`src/rtl/xcoef_pkg.sv`:
```
// Shared types and reset values for the crosstalk-coefficient loader.
package xcoef_pkg;

  typedef enum logic [1:0] {
    IDLE  = 2'd0,
    PEND  = 2'd1,
    APPLY = 2'd2
  } xcoef_state_t;

  localparam logic [31:0] COEF_ONE = 32'h7FFF_0000;

  // Identity-matrix value for flat entry k of an ndac x ndac matrix.
  function automatic logic [31:0] identity(input int unsigned k, input int unsigned ndac);
    return ((k / ndac) == (k % ndac)) ? COEF_ONE : 32'h0000_0000;
  endfunction

endpackage

```
`src/rtl/xcoef_bank.sv`:
```
// NDAC x NDAC coefficient register array with write port, bulk load and optional readback.
// Readback is present only when XCOEF_READBACK_EN is defined.
module xcoef_bank
  import xcoef_pkg::*;
#(
  parameter int unsigned NDAC   = 4,
  parameter int unsigned CWIDTH = 32,
  parameter int unsigned AW     = $clog2(NDAC * NDAC)
) (
  input  logic                          clk,
  input  logic                          rstn,
  input  logic                          we,
  input  logic [AW-1:0]                 waddr,
  input  logic [CWIDTH-1:0]             wdata,
  input  logic                          load,
  input  logic [NDAC*NDAC*CWIDTH-1:0]   load_data,
  input  logic [AW-1:0]                 rd_addr,
  output logic [CWIDTH-1:0]             rd_data,
  output logic [NDAC*NDAC*CWIDTH-1:0]   q
);

  localparam int unsigned N = NDAC * NDAC;

  logic [CWIDTH-1:0] mem_q [N];

  // Bulk load wins over a single write; the top never asserts both.
  always_ff @(posedge clk) begin
    if (!rstn) begin
      for (int k = 0; k < N; k++) begin
        mem_q[k] <= CWIDTH'(identity(k, NDAC));
      end
    end else if (load) begin
      for (int k = 0; k < N; k++) begin
        mem_q[k] <= load_data[k*CWIDTH +: CWIDTH];
      end
    end else if (we && (32'(waddr) < N)) begin
      mem_q[waddr] <= wdata;
    end
  end

  for (genvar g = 0; g < N; g++) begin : g_flat
    assign q[g*CWIDTH +: CWIDTH] = mem_q[g];
  end

`ifdef XCOEF_READBACK_EN
  always_ff @(posedge clk) begin
    if (!rstn) begin
      rd_data <= '0;
    end else if (32'(rd_addr) < N) begin
      rd_data <= mem_q[rd_addr];
    end else begin
      rd_data <= '0;
    end
  end
`else
  logic unused_rd_addr;
  assign unused_rd_addr = ^rd_addr;
  assign rd_data        = '0;
`endif

endmodule

```
`src/rtl/xcoef_loader.sv`:
```
// Shadow/active crosstalk-coefficient loader with frame-aligned atomic commit.
// Shadow readback port is functional only when XCOEF_READBACK_EN is defined.
module xcoef_loader
  import xcoef_pkg::*;
#(
  parameter int unsigned NDAC   = 4,
  parameter int unsigned CWIDTH = 32
) (
  input  logic                            clk,
  input  logic                            rstn,
  input  logic                            wr_en,
  input  logic [$clog2(NDAC*NDAC)-1:0]    wr_addr,
  input  logic [CWIDTH-1:0]               wr_data,
  input  logic                            commit,
  input  logic                            frame_sync,
  output logic                            busy,
  output logic                            wr_err,
  output logic [NDAC*NDAC*CWIDTH-1:0]     coef,
  output logic                            coef_update,
  input  logic [$clog2(NDAC*NDAC)-1:0]    rd_addr,
  output logic [CWIDTH-1:0]               rd_data
);

  localparam int unsigned AW = $clog2(NDAC * NDAC);

  localparam logic [1:0] ST_IDLE  = IDLE;
  localparam logic [1:0] ST_PEND  = PEND;
  localparam logic [1:0] ST_APPLY = APPLY;

  logic [1:0] state_q, state_d;
  logic       wr_err_q, wr_err_d;
  logic       idle;

  logic [NDAC*NDAC*CWIDTH-1:0] shadow_q;
  logic [CWIDTH-1:0]           active_rd_unused;

  assign idle = (state_q == ST_IDLE);

  always_comb begin
    state_d = state_q;
    case (state_q)
      ST_IDLE:  if (commit) state_d = ST_PEND;
      ST_PEND:  if (frame_sync) state_d = ST_APPLY;
      ST_APPLY: state_d = ST_IDLE;
      default:  state_d = ST_IDLE;
    endcase
  end

  always_comb begin
    wr_err_d = wr_err_q;
    if (!idle && wr_en) begin
      wr_err_d = 1'b1;
    end else if (idle && commit) begin
      wr_err_d = 1'b0;
    end
  end

  always_ff @(posedge clk) begin
    if (!rstn) begin
      state_q  <= ST_IDLE;
      wr_err_q <= 1'b0;
    end else begin
      state_q  <= state_d;
      wr_err_q <= wr_err_d;
    end
  end

  assign busy        = !idle;
  assign wr_err      = wr_err_q;
  assign coef_update = (state_q == ST_APPLY);

  // Writes land only while idle, so a same-cycle write+commit is included in the bank.
  xcoef_bank #(
    .NDAC   (NDAC),
    .CWIDTH (CWIDTH),
    .AW     (AW)
  ) u_shadow (
    .clk       (clk),
    .rstn      (rstn),
    .we        (wr_en && idle),
    .waddr     (wr_addr),
    .wdata     (wr_data),
    .load      (1'b0),
    .load_data ('0),
    .rd_addr   (rd_addr),
    .rd_data   (rd_data),
    .q         (shadow_q)
  );

  // Active bank takes the whole shadow in the APPLY cycle; new coef is visible the cycle after.
  xcoef_bank #(
    .NDAC   (NDAC),
    .CWIDTH (CWIDTH),
    .AW     (AW)
  ) u_active (
    .clk       (clk),
    .rstn      (rstn),
    .we        (1'b0),
    .waddr     ('0),
    .wdata     ('0),
    .load      (coef_update),
    .load_data (shadow_q),
    .rd_addr   ('0),
    .rd_data   (active_rd_unused),
    .q         (coef)
  );

endmodule

```
`config.mk`:
```
export PLATFORM = sky130hd
export DESIGN_NAME = xcoef_loader
export DESIGN_NICKNAME = d
export VERILOG_FILES = /design/src/rtl/xcoef_pkg.sv /design/src/rtl/xcoef_bank.sv /design/src/rtl/xcoef_loader.sv
export SDC_FILE = /design/constraint.sdc
export NUM_CORES = 1
export LEC_CHECK = 0
export ABC_CLOCK_PERIOD_IN_PS = 17580
export CORE_MARGIN = 5
export CORE_UTILIZATION = 49
export DETAILED_ROUTE_END_ITERATION = 8
export HOLD_SLACK_MARGIN = 0.05
export PLACE_DENSITY = 0.76
export SYNTH_ARGS = -nofsm -noshare
export SYNTH_HDL_FRONTEND = slang
export SYNTH_SLANG_ARGS = --single-unit
```
`constraint.sdc`:
```
create_clock -name clk -period 17.58 [get_ports clk]
set_clock_uncertainty 0.15 [all_clocks]
set_input_delay 3.516 -clock clk [delete_from_list [all_inputs] [get_ports clk]]
set_output_delay 3.516 -clock clk [all_outputs]
set_load 0.005 [all_outputs]
```
==> run_results.csv, run 1 <==
group,metric,value,unit
outcome,status,"finished clean",
sta,min_period_over_period,43.13,%
drt,met1_length,40230,um
cts,numCtsBuffers,98,
cells_and_area,fillers,5633,
worst_setup_path,crit_path_end_kind,"flip-flop",
place,io_buffers,555,
global_routing,grt_pass1_wl,157300,um
sta,setup_viol,0,
synth,synth_cell_types,32,
place,gp_congestion,0.7990,
place,hpwl,67960,um
job,cap_violations,0,
drt,dr.pass1.iters,6,
floorplan,ios,592,
synth,yosys.area.top_type,"edfxtp_1",
cells_and_area,seqCellArea,0.03081,mm2
drt,wl_met3,13010,um
sta,worst_slack,9.997,ns
sta,fmax,0.1319,GHz
pwr,power_density,108.0,mW/mm2
drt,routed_wl,110500,um
drt,drc,0,
cts,cts_setup_buffers,0,
drt,vias,23330,
pwr,p_leak,16.06,nW
sta,finalCriticalPeriod,7.583,ns
cells_and_area,syn_to_final_growth,24.57,%
pwr,vdd_drop_max,0.00008417,V
sta,rsz0062_at_grt,"false",
floorplan,rows,103,
worst_setup_path,crit_type,"in2reg",
synth,syn_inst,2464,
global_routing,track_usage,24.99,%
cts,clkSinkCount,1027,
synth,netlist_area,0.03916,mm2
cts,ctsRootBufferMaster,"clkbuf_16",
drt,wl_met2,52120,um
sta,maxSlewHeadroom,12.10,%
synth,yosys_warnings,0,
worst_hold_path,hold_class,"reg2reg",
floorplan,die_w,292.7,um
sta,worstMarginPinSlew,1.314,ns
cells_and_area,fin_nets,2995,
sta,hold_viol_final,0,
floorplan,die_area,0.08567,mm2
cells_and_area,multi_input_area,0.007586,mm2
cts,holdBufCountCts,0,
worst_setup_path,worstSetupStartpointType,"input port",
sta,setup_tns,0,ns
drt,antenna_left,0,
global_routing,grt_antenna_before_repair,12,
floorplan,start_util,49.49,%
drt,wire_per_inst,27.01,um
cts,cts_buffer_depth,3,
worst_setup_path,cp.arrival,7.70,ns
cts,insertion_delay,0.65,ns
drt,top_layer,"met5",
cells_and_area,drive_gt1_share,8.040,%
synth,synth_area_per_cell,15.89,um2
cts,cts.clk_slew.worst_paths,0.06,ns
synth,synth_top_area_share,78.53,%
cts,cts_tree,"yes",
worst_setup_path,worst-path-max-fanout,122,
sta,timing_max_transition_violations_final,0,
place,dp_slack,9.319,ns
cts,cts_htree_levels,3,
global_routing,grt_max_degree,123,
cts,cts_resized,0,
worst_setup_path,crit_required,17.70,ns
global_routing,grt_overflow,0,
drt,drt_iter0_drc,3055,
global_routing,grt_pass1_vias,23126,
floorplan,die_y,292.7,um
drt,viasPerCell,5.700,
synth,yosys-top-cells-area,"edfxtp_1 (79%), and2_1 (7.2%), nor3_1 (5.8%)",
synth,seq_area_frac_synth,78.68,%
synth,synth-seq-cells,1027,
floorplan,core,0.07913,mm2
## stage by stage
stage                     total power, mW  area, um2  hold WS (ns)  util [%]  instances
final                               5.268      48780        0.3294     61.65       4093
after global routing                5.420      48760        0.3592     61.63       4086
after CTS                           5.291      48760        0.3291     61.62       4085
after detailed placement            3.243      45590        0.3153     57.62       3900
after global placement              3.234      45590        0.3244     57.62       3900
after floorplan                     3.054      39270        0.3025         -       2495
## flip-flops by register name, summed over array words and instances, names as in the netlist
register	flops
u_shadow.mem_q	512
wr_err	1
u_active.mem_q	512
state_q	2
## layout by cell type, fill, tap and decap left out, types with 3 or more instances in the layout
cell type / instances
or4_1: 24
conb_1: 32
bufinv_16: 8
clkbuf_16: 100
nand3b_1: 64
or4_4: 6
nand2b_1: 63
and2_1: 452
clkinvlp_4: 3
buf_4: 44
or3b_2: 31
clkbuf_1: 22
dfxtp_1: 3
o31ai_4: 16
nand4b_1: 30
nand2b_4: 3
nand3_1: 32
clkdlybuf4s50_1: 552
edfxtp_1: 1024
nand2_1: 3
diode_2: 8
nor3_1: 452
clkinv_1: 28
clkinv_2: 16
## logic make-up (layout without fill, tap and decap cells)
logic type,count (synthesis),in the layout,share of synthesized area [%]
AOI/OAI and AO/OA,18,18,0.3387
buffers and inverters,243,783,2.936
DFF,1027,1027,78.68
other,1,40,0.009577
and+or+nand+nor,1175,1175,18.03
## worst max-delay path: stages
cell,delay [ns]
clkbuf_8,0.41
nand2b_4,0.64
buf_4,0.95
buf_4,0.93
buf_4,0.99
## layout make-up
type                    instances  share of cell area, %
diodes                          8                0.04104
clock buffers                 122                  5.299
clock inverters                63                  1.200
multi-input cells            1225                  15.55
flip-flops and latches       1027                  63.16
well taps                    1050                  2.693
repair buffers                598                  12.06
## power by group
part,internal [mW],switching [mW]
registers,2.80,0.0392
logic,0.129,0.225
clock network,1.17,0.907
total,4.10,1.17
## final timing paths
check	end	from	depth (start not counted)	slack, ns
max	u_active.mem_q[3][85]	rstn	5	10.0
min	wr_err	wr_err	2	0.33
max reg2reg	u_active.mem_q[3][85]	state_q[1]	5	12.75
min reg2reg	wr_err	wr_err	2	0.33
## cells in the mapped netlist
cell type and count:
nor3_1 452, nor3b_2 1, buf_2 67, dfxtp_1 3
clkbuf_1 130, nand3b_1 64, nor2_1 2, nand4b_1 30
nor3b_1 2, nand3_1 32, nor4bb_1 1, nor2b_1 1
and3_1 1, buf_4 35, buf_1 8, nand2b_1 66
and3b_1 1, conb_1 1, o21ai_0 1, edfxtp_1 1024
nand2_1 4, or4_1 24, or2_1 2, or2_2 1
or4_4 6, buf_6 3, o31ai_1 16, or3b_1 1
o211ai_1 1, and2_1 452, nand4bb_4 1, or3b_2 31
## routing by layer
metal / vias to the layer above / GRT usage [%]
li1: 10068 / -
met1: 11551 / 32.01
met2: 1461 / 39.33
met3: 242 / 8.628
met4: 8 / 10.59
met5: - / 0
No activity file was read; power rests on OpenSTA's default activity.
==> inputs of run 2 (changes only) <==
- ABC_CLOCK_PERIOD_IN_PS: 17580 -> 6400
- clock period: 17.58 -> 6.4 ns (I/O delays scaled with it)
==> run 2 against run 1 <==
Power grew to 2.8 times the previous value. Global-route usage up 0.12 points. Setup slack worse by 7.7 ns. Cell area grew 0.43%. Critical path depth fell by 1. Die area is the same. Clock power increased to 2.8 times the previous value. Largest cell class unchanged. Combinational power grew to 2.8 times the previous value. Routed wire length rose by 0.28%. Sequential share of layout area is 0.27 points lower. Highest routed layer unchanged. Final cell count about the same. Critical endpoint is now u_shadow.mem_q[5][14].
==> run_results.csv, run 2 (synthesized netlist as in run 1, its figures left out) <==
group,metric,value,unit
cells_and_area,fin_nets,3005,
floorplan,core,0.07913,mm2
worst_setup_path,critPathLaunch,"rstn",
global_routing,track_usage,25.11,%
sta,worstMarginPinSlew,1.284,ns
floorplan,start_util,49.49,%
cells_and_area,mostFrequentLayoutCell,"edfxtp_1",
pwr,vdd_drop_max,0.0002026,V
place,io_buffers,555,
drt,drc,0,
place,post-place-cells,3908,
floorplan,rows,103,
worst_hold_path,hold_class,"reg2reg",
sta,finalCriticalPeriod,4.079,ns
global_routing,grt_overflow,0,
worst_setup_path,worst-path-max-fanout,110,
worst_setup_path,r2r-start,"state_q[0]",
cells_and_area,final_cell_mix,"edfxtp_1 (1024), clkdlybuf4s50_1 (552), and2_1 (452), nor3_1 (452), clkbuf_16 (101)",
drt,wire_per_inst,27.06,um
sta,maxSlewHeadroom,14.16,%
sta,fmax,0.2452,GHz
floorplan,ios,592,
worst_setup_path,crit_required,6.55,ns
cts,numCtsBuffers,100,
pwr,power_density,298.2,mW/mm2
cells_and_area,drive_gt1_share,8.366,%
drt,viasPerCell,5.703,
cts,cts_resized,0,
drt,antenna_left,0,
cts,ctsRootBufferMaster,"clkbuf_16",
job,cap_violations,0,
drt,dr.pass1.iters,6,
floorplan,die_y,292.7,um
worst_setup_path,crit_path_end_kind,"flip-flop",
worst_setup_path,cp.arrival,4.23,ns
cts,cts_htree_levels,3,
worst_setup_path,rrSetupSlack,3.09,ns
cts,cts_buffer_depth,3,
global_routing,grt_pass1_vias,22836,
sta,min_period_over_period,63.73,%
worst_setup_path,worstSetupStartpointType,"input port",
cts,cts_tree,"yes",
pwr,p_leak,16.16,nW
cts,cts.clk_slew.worst_paths,0.06,ns
cts,cts_setup_buffers,0,
worst_setup_path,r2r_cells,3,
cts,holdBufCountCts,0,
cts,insertion_delay,0.64,ns
drt,vias,23358,
sta,timing_max_transition_violations_final,0,
floorplan,die_area,0.08567,mm2
cells_and_area,final_cells,4096,
worst_hold_path,hold_depth,1,
place,gp_congestion,0.8106,
cells_and_area,syn_to_final_growth,25.12,%
worst_setup_path,crit_type,"in2reg",
sta,setup_viol,0,
worst_setup_path,cp-endpoint,"u_shadow.mem_q[5][14]",
worst_setup_path,slowest_delay,1.09,ns
cells_and_area,largestRegisters,"u_active.mem_q x512, u_shadow.mem_q x512, state_q x2",
cts,clkSinkCount,1027,
worst_setup_path,crit_slowest_cell,"o31ai_4",
outcome,status,"finished clean",
sta,hold_viol_final,0,
floorplan,die_w,292.7,um
cells_and_area,fillers,5625,
sta,setup_tns,0,ns
worst_setup_path,r2r_end,"u_shadow.mem_q[5][14]",
worst_setup_path,path_cells,"clkbuf_8 -> nand4bb_4 -> o31ai_4 -> buf_4",
global_routing,grt_max_degree,187,
drt,routed_wl,110800,um
drt,drt_iter0_drc,3047,
global_routing,grt_antenna_before_repair,11,
global_routing,grt_pass1_wl,158000,um
sta,rsz0062_at_grt,"false",
place,hpwl,69000,um
==> run 2: final cells by class <==
type,count,area [um2],area share [%]
clock inverter,58,630.6,1.287
sequential,1027,30810,62.89
timing repair buffer,606,6028,12.30
tap,1050,1314,2.682
clock buffer,120,2599,5.304
multi-input combinational,1225,7586,15.48
antenna,10,25.02,0.05108
==> run 2: how the worst min path moves through the flow <==
stage               slack, ns               endpoint                   start
floorplan                0.30                 wr_err                  wr_err
detailed placement       0.33  u_active.mem_q[2][80]  u_shadow.mem_q[10][16]
global route             0.37  u_active.mem_q[0][17]   u_shadow.mem_q[0][17]
finish                   0.34  u_active.mem_q[2][83]  u_shadow.mem_q[10][19]
global placement         0.32                 wr_err                  wr_err
CTS                      0.33  u_active.mem_q[2][83]  u_shadow.mem_q[10][19]
==> run 2: routing by layer <==
| metal | vias to the layer above | GRT usage [%] | share of wire, % |
|---|---|---|---|
| met4 | 4 | 9.374 | 3.7 |
| met1 | 11618 | 33.95 | 38 |
| met3 | 196 | 6.240 | 11 |
| li1 | 10092 | - | - |
| met5 | - | 0 | 0.024 |
| met2 | 1448 | 40.04 | 48 |
==> run 2: power breakdown <==
part | switching [mW] | internal [mW]
Clock | 2.48 | 3.35
Combinational | 0.619 | 0.366
Sequential | 0.109 | 7.68
==> run 2: critical path: cells and delay by family <==
kind	cells	cell delay, ns
compound gates	1	1.09
buf+inv	2	0.98
simple gates	1	0.76
==> run 2: stage by stage <==
step	setup WS (ns)	hold slack [ns]	instance area, um2	utilization [%]	power, mW
final	2.321	0.3438	48990	61.91	14.61
after global routing	2.151	0.3682	48970	61.88	15.03
after global placement	1.687	0.3246	45740	57.80	8.902
after CTS	2.239	0.3307	48970	61.88	14.69
after floorplan	0.5678	0.3025	39280	-	8.304
after detailed placement	1.542	0.3332	45740	57.80	8.925
